`src/rtl/uart_rx.sv`:
```
// -----------------------------------------------------------------------------
// uart_rx
// 8N1 UART receiver. Recovers frames (start 0, 8 data bits LSB first, stop 1)
// from an asynchronous serial line and presents each byte in a one-entry
// ready/valid output register. Framing errors and overruns are reported as
// single-cycle pulses.
//
// Ports:
//   sysclk          in   system clock, rising edge
//   rst             in   synchronous active-high reset
//   serial_in       in   asynchronous UART line, idle high
//   data_out        out  [7:0] received byte, stable while data_out_valid=1
//   data_out_valid  out  byte held in output register
//   data_out_ready  in   consumer accepts byte on valid&ready at a rising edge
//   framing_error   out  one-cycle pulse: stop bit sampled 0
//   overrun         out  one-cycle pulse: byte completed while register full
// -----------------------------------------------------------------------------
module uart_rx #(
    parameter int BAUD_LENGTH_IN_CYCLES = 125000000 / 115200,
    parameter int SAMPLE_POINT          = BAUD_LENGTH_IN_CYCLES / 2
) (
    input  logic       sysclk,
    input  logic       rst,
    input  logic       serial_in,
    output logic [7:0] data_out,
    output logic       data_out_valid,
    input  logic       data_out_ready,
    output logic       framing_error,
    output logic       overrun
);

    localparam int                CNT_W      = $clog2(BAUD_LENGTH_IN_CYCLES);
    localparam logic [CNT_W-1:0]  CNT_LAST   = CNT_W'(BAUD_LENGTH_IN_CYCLES - 1);
    localparam logic [CNT_W-1:0]  CNT_SAMPLE = CNT_W'(SAMPLE_POINT);

    typedef enum logic [1:0] {
        IDLE,
        START,
        DATA,
        STOP
    } state_t;

    // Synchronizer and edge-detect history.
    logic sync1_q;
    logic rx_s_q;
    logic rx_prev_q;

    state_t           state_q,         state_d;
    logic [CNT_W-1:0] bit_cnt_q,       bit_cnt_d;
    logic [2:0]       bit_idx_q,       bit_idx_d;
    logic [7:0]       shift_q,         shift_d;
    logic [7:0]       data_out_q,      data_out_d;
    logic             valid_q,         valid_d;
    logic             framing_error_q, framing_error_d;
    logic             overrun_q,       overrun_d;

    logic             cnt_last;

    assign cnt_last = (bit_cnt_q == CNT_LAST);

    // NOTE: every signal gets a default before the case so no path leaves it
    // unassigned; that is what keeps this block from inferring latches.
    always_comb begin
        state_d         = state_q;
        bit_cnt_d       = cnt_last ? '0 : bit_cnt_q + CNT_W'(1);
        bit_idx_d       = bit_idx_q;
        shift_d         = shift_q;
        data_out_d      = data_out_q;
        valid_d         = valid_q;
        framing_error_d = 1'b0;
        overrun_d       = 1'b0;

        // Pop; a commit below in the same cycle overrides it.
        if (valid_q && data_out_ready) begin
            valid_d = 1'b0;
        end

        case (state_q)
            IDLE: begin
                bit_cnt_d = '0;
                // Only a 1->0 transition starts a frame, so a line stuck low
                // (break) cannot retrigger.
                if (rx_prev_q && !rx_s_q) begin
                    state_d = START;
                end
            end

            START: begin
                if (bit_cnt_q == CNT_SAMPLE) begin
                    if (!rx_s_q) begin
                        state_d   = DATA;
                        bit_cnt_d = '0;
                        bit_idx_d = '0;
                    end else begin
                        state_d   = IDLE;    // glitch, silently dropped
                    end
                end
            end

            DATA: begin
                // Counter was zeroed at mid start bit, so wrapping lands on
                // mid-bit of each following data bit.
                if (cnt_last) begin
                    shift_d   = {rx_s_q, shift_q[7:1]};
                    bit_idx_d = bit_idx_q + 3'd1;
                    if (bit_idx_q == 3'd7) begin
                        state_d = STOP;
                    end
                end
            end

            STOP: begin
                if (cnt_last) begin
                    state_d = IDLE;
                    if (rx_s_q) begin
                        // Commit allowed when empty or popped this same cycle.
                        if (!valid_q || data_out_ready) begin
                            data_out_d = shift_q;
                            valid_d    = 1'b1;
                        end else begin
                            overrun_d  = 1'b1;
                        end
                    end else begin
                        framing_error_d = 1'b1;
                    end
                end
            end

            default: state_d = IDLE;
        endcase
    end

    // NOTE: sequential state uses non-blocking assignments so every flop
    // samples pre-edge values regardless of statement order.
    always_ff @(posedge sysclk) begin
        if (rst) begin
            sync1_q         <= 1'b1;
            rx_s_q          <= 1'b1;
            rx_prev_q       <= 1'b1;
            state_q         <= IDLE;
            bit_cnt_q       <= '0;
            bit_idx_q       <= '0;
            shift_q         <= '0;
            data_out_q      <= '0;
            valid_q         <= 1'b0;
            framing_error_q <= 1'b0;
            overrun_q       <= 1'b0;
        end else begin
            sync1_q         <= serial_in;
            rx_s_q          <= sync1_q;
            rx_prev_q       <= rx_s_q;
            state_q         <= state_d;
            bit_cnt_q       <= bit_cnt_d;
            bit_idx_q       <= bit_idx_d;
            shift_q         <= shift_d;
            data_out_q      <= data_out_d;
            valid_q         <= valid_d;
            framing_error_q <= framing_error_d;
            overrun_q       <= overrun_d;
        end
    end

    assign data_out       = data_out_q;
    assign data_out_valid = valid_q;
    assign framing_error  = framing_error_q;
    assign overrun        = overrun_q;

endmodule

```
`config.mk`:
```
export PLATFORM = sky130hd
export DESIGN_NAME = uart_rx
export DESIGN_NICKNAME = d
export VERILOG_FILES = /design/src/rtl/uart_rx.sv
export SDC_FILE = /design/constraint.sdc
export NUM_CORES = 1
export LEC_CHECK = 0
export BUFFER_PORTS_ARGS = -buffer_cell sky130_fd_sc_hd__buf_2
export CORE_ASPECT_RATIO = 1.1
export CORE_UTILIZATION = 35
export CTS_CLUSTER_DIAMETER = 100
export DETAILED_ROUTE_END_ITERATION = 12
export GPL_ROUTABILITY_DRIVEN = 0
export GPL_TIMING_DRIVEN = 0
export HOLD_SLACK_MARGIN = 0.12
export PLACE_DENSITY_LB_ADDON = 0.1
export SLEW_MARGIN = 20
export SYNTH_ARGS = -nofsm -noshare
export SYNTH_HDL_FRONTEND = slang
export SYNTH_SLANG_ARGS = --single-unit
```
`constraint.sdc`:
```
create_clock -name sysclk -period 2.21 [get_ports sysclk]
set_input_delay 0.663 -clock sysclk [delete_from_list [all_inputs] [get_ports sysclk]]
set_output_delay 0.663 -clock sysclk [all_outputs]
set_load 0.02 [all_outputs]
```
==> metrics.md <==
| Metric | Value |
|---|---|
| Min cycle time layout | `~1900 ps` |
| CTS hold repair buffers | `0` |
| Worst Path Buf+Inv | `1` |
| Die X-Extent | `slightly below 70 um` |
| Clk sinks | `38` |
| IO Pins | `15` |
| Seq cells post-synth | `38` |
| Dominant delay contributor by cell family on the critical path | `simple AND/OR/NAND/NOR gates` |
| Post-CTS Setup Inserts | `0` |
| Post-Syn Nets | `~180` |
| Max incr delay on CP | `510 ps` |
| Vias per inst | `~5.1` |
| Placeable Area | `0.00465 mm^2` |
| Ant diodes | `0` |
| First-pass GRT wire length | `about 5300 um` |
| Critical path's slowest cell | `or4_4` |
| Vias in the first global route | `1153` |
| Final setup TNS | `0 ps` |
| Sequential area share after synthesis | `44.9%` |
| Critical Path AT | `about 2100 ps` |
| Total track usage | `14.5%` |
| DR iter-0 viols | `119` |
| First-pass DRT Iterations | `4` |
| Total of warnings raised by yosys | `0` |
| Hold WC Path Type | `flop to flop` |
| WL/cell | `roughly 13 um` |
| Routed WL | `3280 um` |
| Reg2Reg Launch Point | `bit_cnt_q[4]$_SDFF_PP0_` |
| CP startpoint kind | `flop` |
| Cell variety after synth | `37` |
| Gate Count Post-Synth | `172` |
| Root Buffer | `clkbuf_8` |
| Pin count of the biggest net entering global routing | `14` |
| DRT antenna net count | `0` |
| Via Count | `1265` |
| Cell Chain, Critical Path | `clkbuf_1 > nand2_1 > or4_4 > nor2_8 > mux2i_1` |
| Port Buffers | `14` |
| Crit path kind | `flop to flop` |
| Final slew viol count | `0` |
| Least-Margin Pin Slew | `approximately 410 ps` |
| Syn avg cell area | `between 9 and 10 um^2` |
| Worst IR drop on VDD | `approximately 0.31 mV` |
| Pwr dens | `~700 mW/mm^2` |
| CTS Buf Count | `5` |
| Crit Path Max Fanout | `9` |
| Initial core utilization | `about 36%` |
| Share of layout cells above drive strength 1 | `about 16%` |
| Final hold violation count | `0` |
| Layout fillers | `461` |
| Worst-path clk slew | `80 ps` |
| HPWL Detailed | `2350 um` |
| Total power | `around 0.0013 W` |
| Final setup vio count | `0` |
| Skew final | `around 7.9 ps` |
| Worst hold path startpoint | `sync1_q$_SDFF_PP1_` |
| Max Clk Rate | `between 500 and 600 MHz` |
| Critical Path RT | `between 2000 and 2500 ps` |
| Initial antenna violation count | `0` |
| Worst-Skew Late Latency | `around 300 ps` |
| CTS tree | `yes` |
| Final Net Count | `202` |
| Resized Gates After CTS | `0` |
| Worst rel slew slack | `between 70 and 80%` |
| DIE HEIGHT | `~75 um` |
| Unrepaired setup endpoints after global routing | `false` |
| Final period util | `roughly 86%` |
| Row count | `26` |
| CTS Buffer Depth | `2` |
| Max Cap Viol | `0` |
| Internal reg-to-reg setup slack | `roughly 320 ps` |
| Synthesized cell area | `roughly 0.0017 mm^2` |
| CTS HTree Levels | `2` |
| Die area | `slightly above 0.005 mm^2` |
| Status | `finished, final reports clean` |
| Leakage | `between 0.7 and 0.8 nW` |
| Critical path origin | `bit_cnt_q[4]$_SDFF_PP0_` |
| Grt ovf | `0` |
| P&R area growth vs syn | `15.0%` |
| DRC Markers | `0` |
| Worst Setup End Kind | `flop` |
## path summary, 6_finish.rpt
check,depth (start not counted),end
min,1,rx_s_q$_SDFF_PP1_
max reg2reg,5,data_out[3]$_SDFFE_PP0P_
max,5,data_out[3]$_SDFFE_PP0P_
min reg2reg,1,rx_s_q$_SDFF_PP1_
## worst register-to-register path: stages (launching register included)
cell and delay [ps]:
dfxtp_1 310, clkbuf_1 330, nand2_1 220, or4_4 510, nor2_8 230, mux2i_1 210
## logic make-up after synthesis
logic type	Yosys count	synth area share (%)
AOI/OAI and AO/OA	11	4.36
xor gates and xnor gates	9	4.65
adders and majority gates	5	3.69
buffers and inverters	11	2.44
DFF	38	44.9
muxes	17	10.0
and+or+nand+nor	81	29.9
## registers in the layout, indices dropped and copies added (netlist names), named ones only
| name | cells |
|---|---|
| overrun | 1 |
| data_out_valid | 1 |
| rx_prev_q | 1 |
| rx_s_q | 1 |
| state_q | 1 |
| bit_idx_q | 3 |
| framing_error | 1 |
| bit_cnt_q | 11 |
| shift_q | 8 |
| sync1_q | 1 |
| data_out | 8 |
## cell type report
| cell class | count | area, um^2 | area share, % |
|---|---|---|---|
| flip-flops and latches | 38 | 761 | 39.0 |
| repair buffers | 14 | 70.1 | 3.60 |
| clock buffers | 5 | 68.8 | 3.53 |
| multi-input cells | 123 | 892 | 45.8 |
| inverters | 4 | 15.0 | 0.771 |
| clock inverters | 3 | 45.0 | 2.31 |
| well taps | 56 | 70.1 | 3.60 |
| plain buffers | 7 | 26.3 | 1.35 |
## per-stage QoR
stage                     cell area [um^2]  hold slack [ps]  worst slack, ps  utilization (%)  std cells
after floorplan                       1690              389              467                -        172
after global placement                1830              406              349             39.4        242
after detailed placement              1830              397              303             39.4        242
after CTS                             1950              419              281             41.9        250
after global routing                  1950              424              191             41.9        250
final                                 1950              415              320             41.9        250
## power breakdown
| group | internal, W | switching (W) |
|---|---|---|
| clock network | 0.000336 | 0.000261 |
| registers | 0.000690 | 0.00000453 |
| logic | 0.0000212 | 0.0000287 |
## cell usage after synthesis
cell,n,area share (%)
a21oi_1,3,0.89
a221oi_1,1,0.52
a311oi_1,1,0.52
a31oi_1,2,0.74
a41oi_1,1,0.52
and2_0,1,0.37
and3_1,2,0.74
and3b_1,2,1.0
and4_1,1,0.52
and4_2,1,0.59
and4b_1,1,0.59
clkbuf_1,7,1.6
dfxtp_1,38,45
ha_1,5,3.7
inv_1,4,0.89
mux2i_1,17,10
nand2_1,5,1.1
nand2b_1,22,8.1
nand3_1,5,1.5
nand3_2,1,0.59
nand3b_1,3,1.3
nand4_1,6,2.2
nand4b_1,1,0.52
nor2_1,17,3.8
nor2_8,1,1.2
nor2b_1,3,1.1
nor3_1,2,0.59
nor4_1,1,0.37
nor4_4,1,1.3
o21ai_0,1,0.30
o22ai_1,1,0.37
o2bb2ai_1,1,0.52
or2_2,3,1.1
or3_4,1,0.66
or4_4,1,0.66
xnor2_1,4,2.1
xor2_1,5,2.6
## layout by cell type, fill, tap and decap left out, types with 2 or more instances in the layout
| cell type | instances |
|---|---|
| clkbuf_8 | 5 |
| inv_1 | 4 |
| mux2i_1 | 17 |
| nand2_1 | 5 |
| nand3_1 | 5 |
| clkinvlp_4 | 2 |
| a31oi_1 | 2 |
| nand3b_1 | 3 |
| and3_1 | 2 |
| a21oi_1 | 3 |
| xnor2_1 | 4 |
| buf_2 | 14 |
| nor2b_1 | 3 |
| nor3_1 | 2 |
| dfxtp_1 | 38 |
| or2_2 | 3 |
| xor2_1 | 5 |
| nor2_1 | 17 |
| nand4_1 | 6 |
| and3b_1 | 2 |
| nand2b_1 | 22 |
| ha_1 | 5 |
| clkbuf_1 | 7 |
## layer usage
metal	vias to the layer above	track usage, %	part of all wire, %
li1	637	-	-
met1	589	17.6	46
met2	35	23.2	47
met3	4	5.45	5.6
met4	0	5.56	1.4
met5	-	0	0
Note: power is estimated with default switching activity, not from simulation.
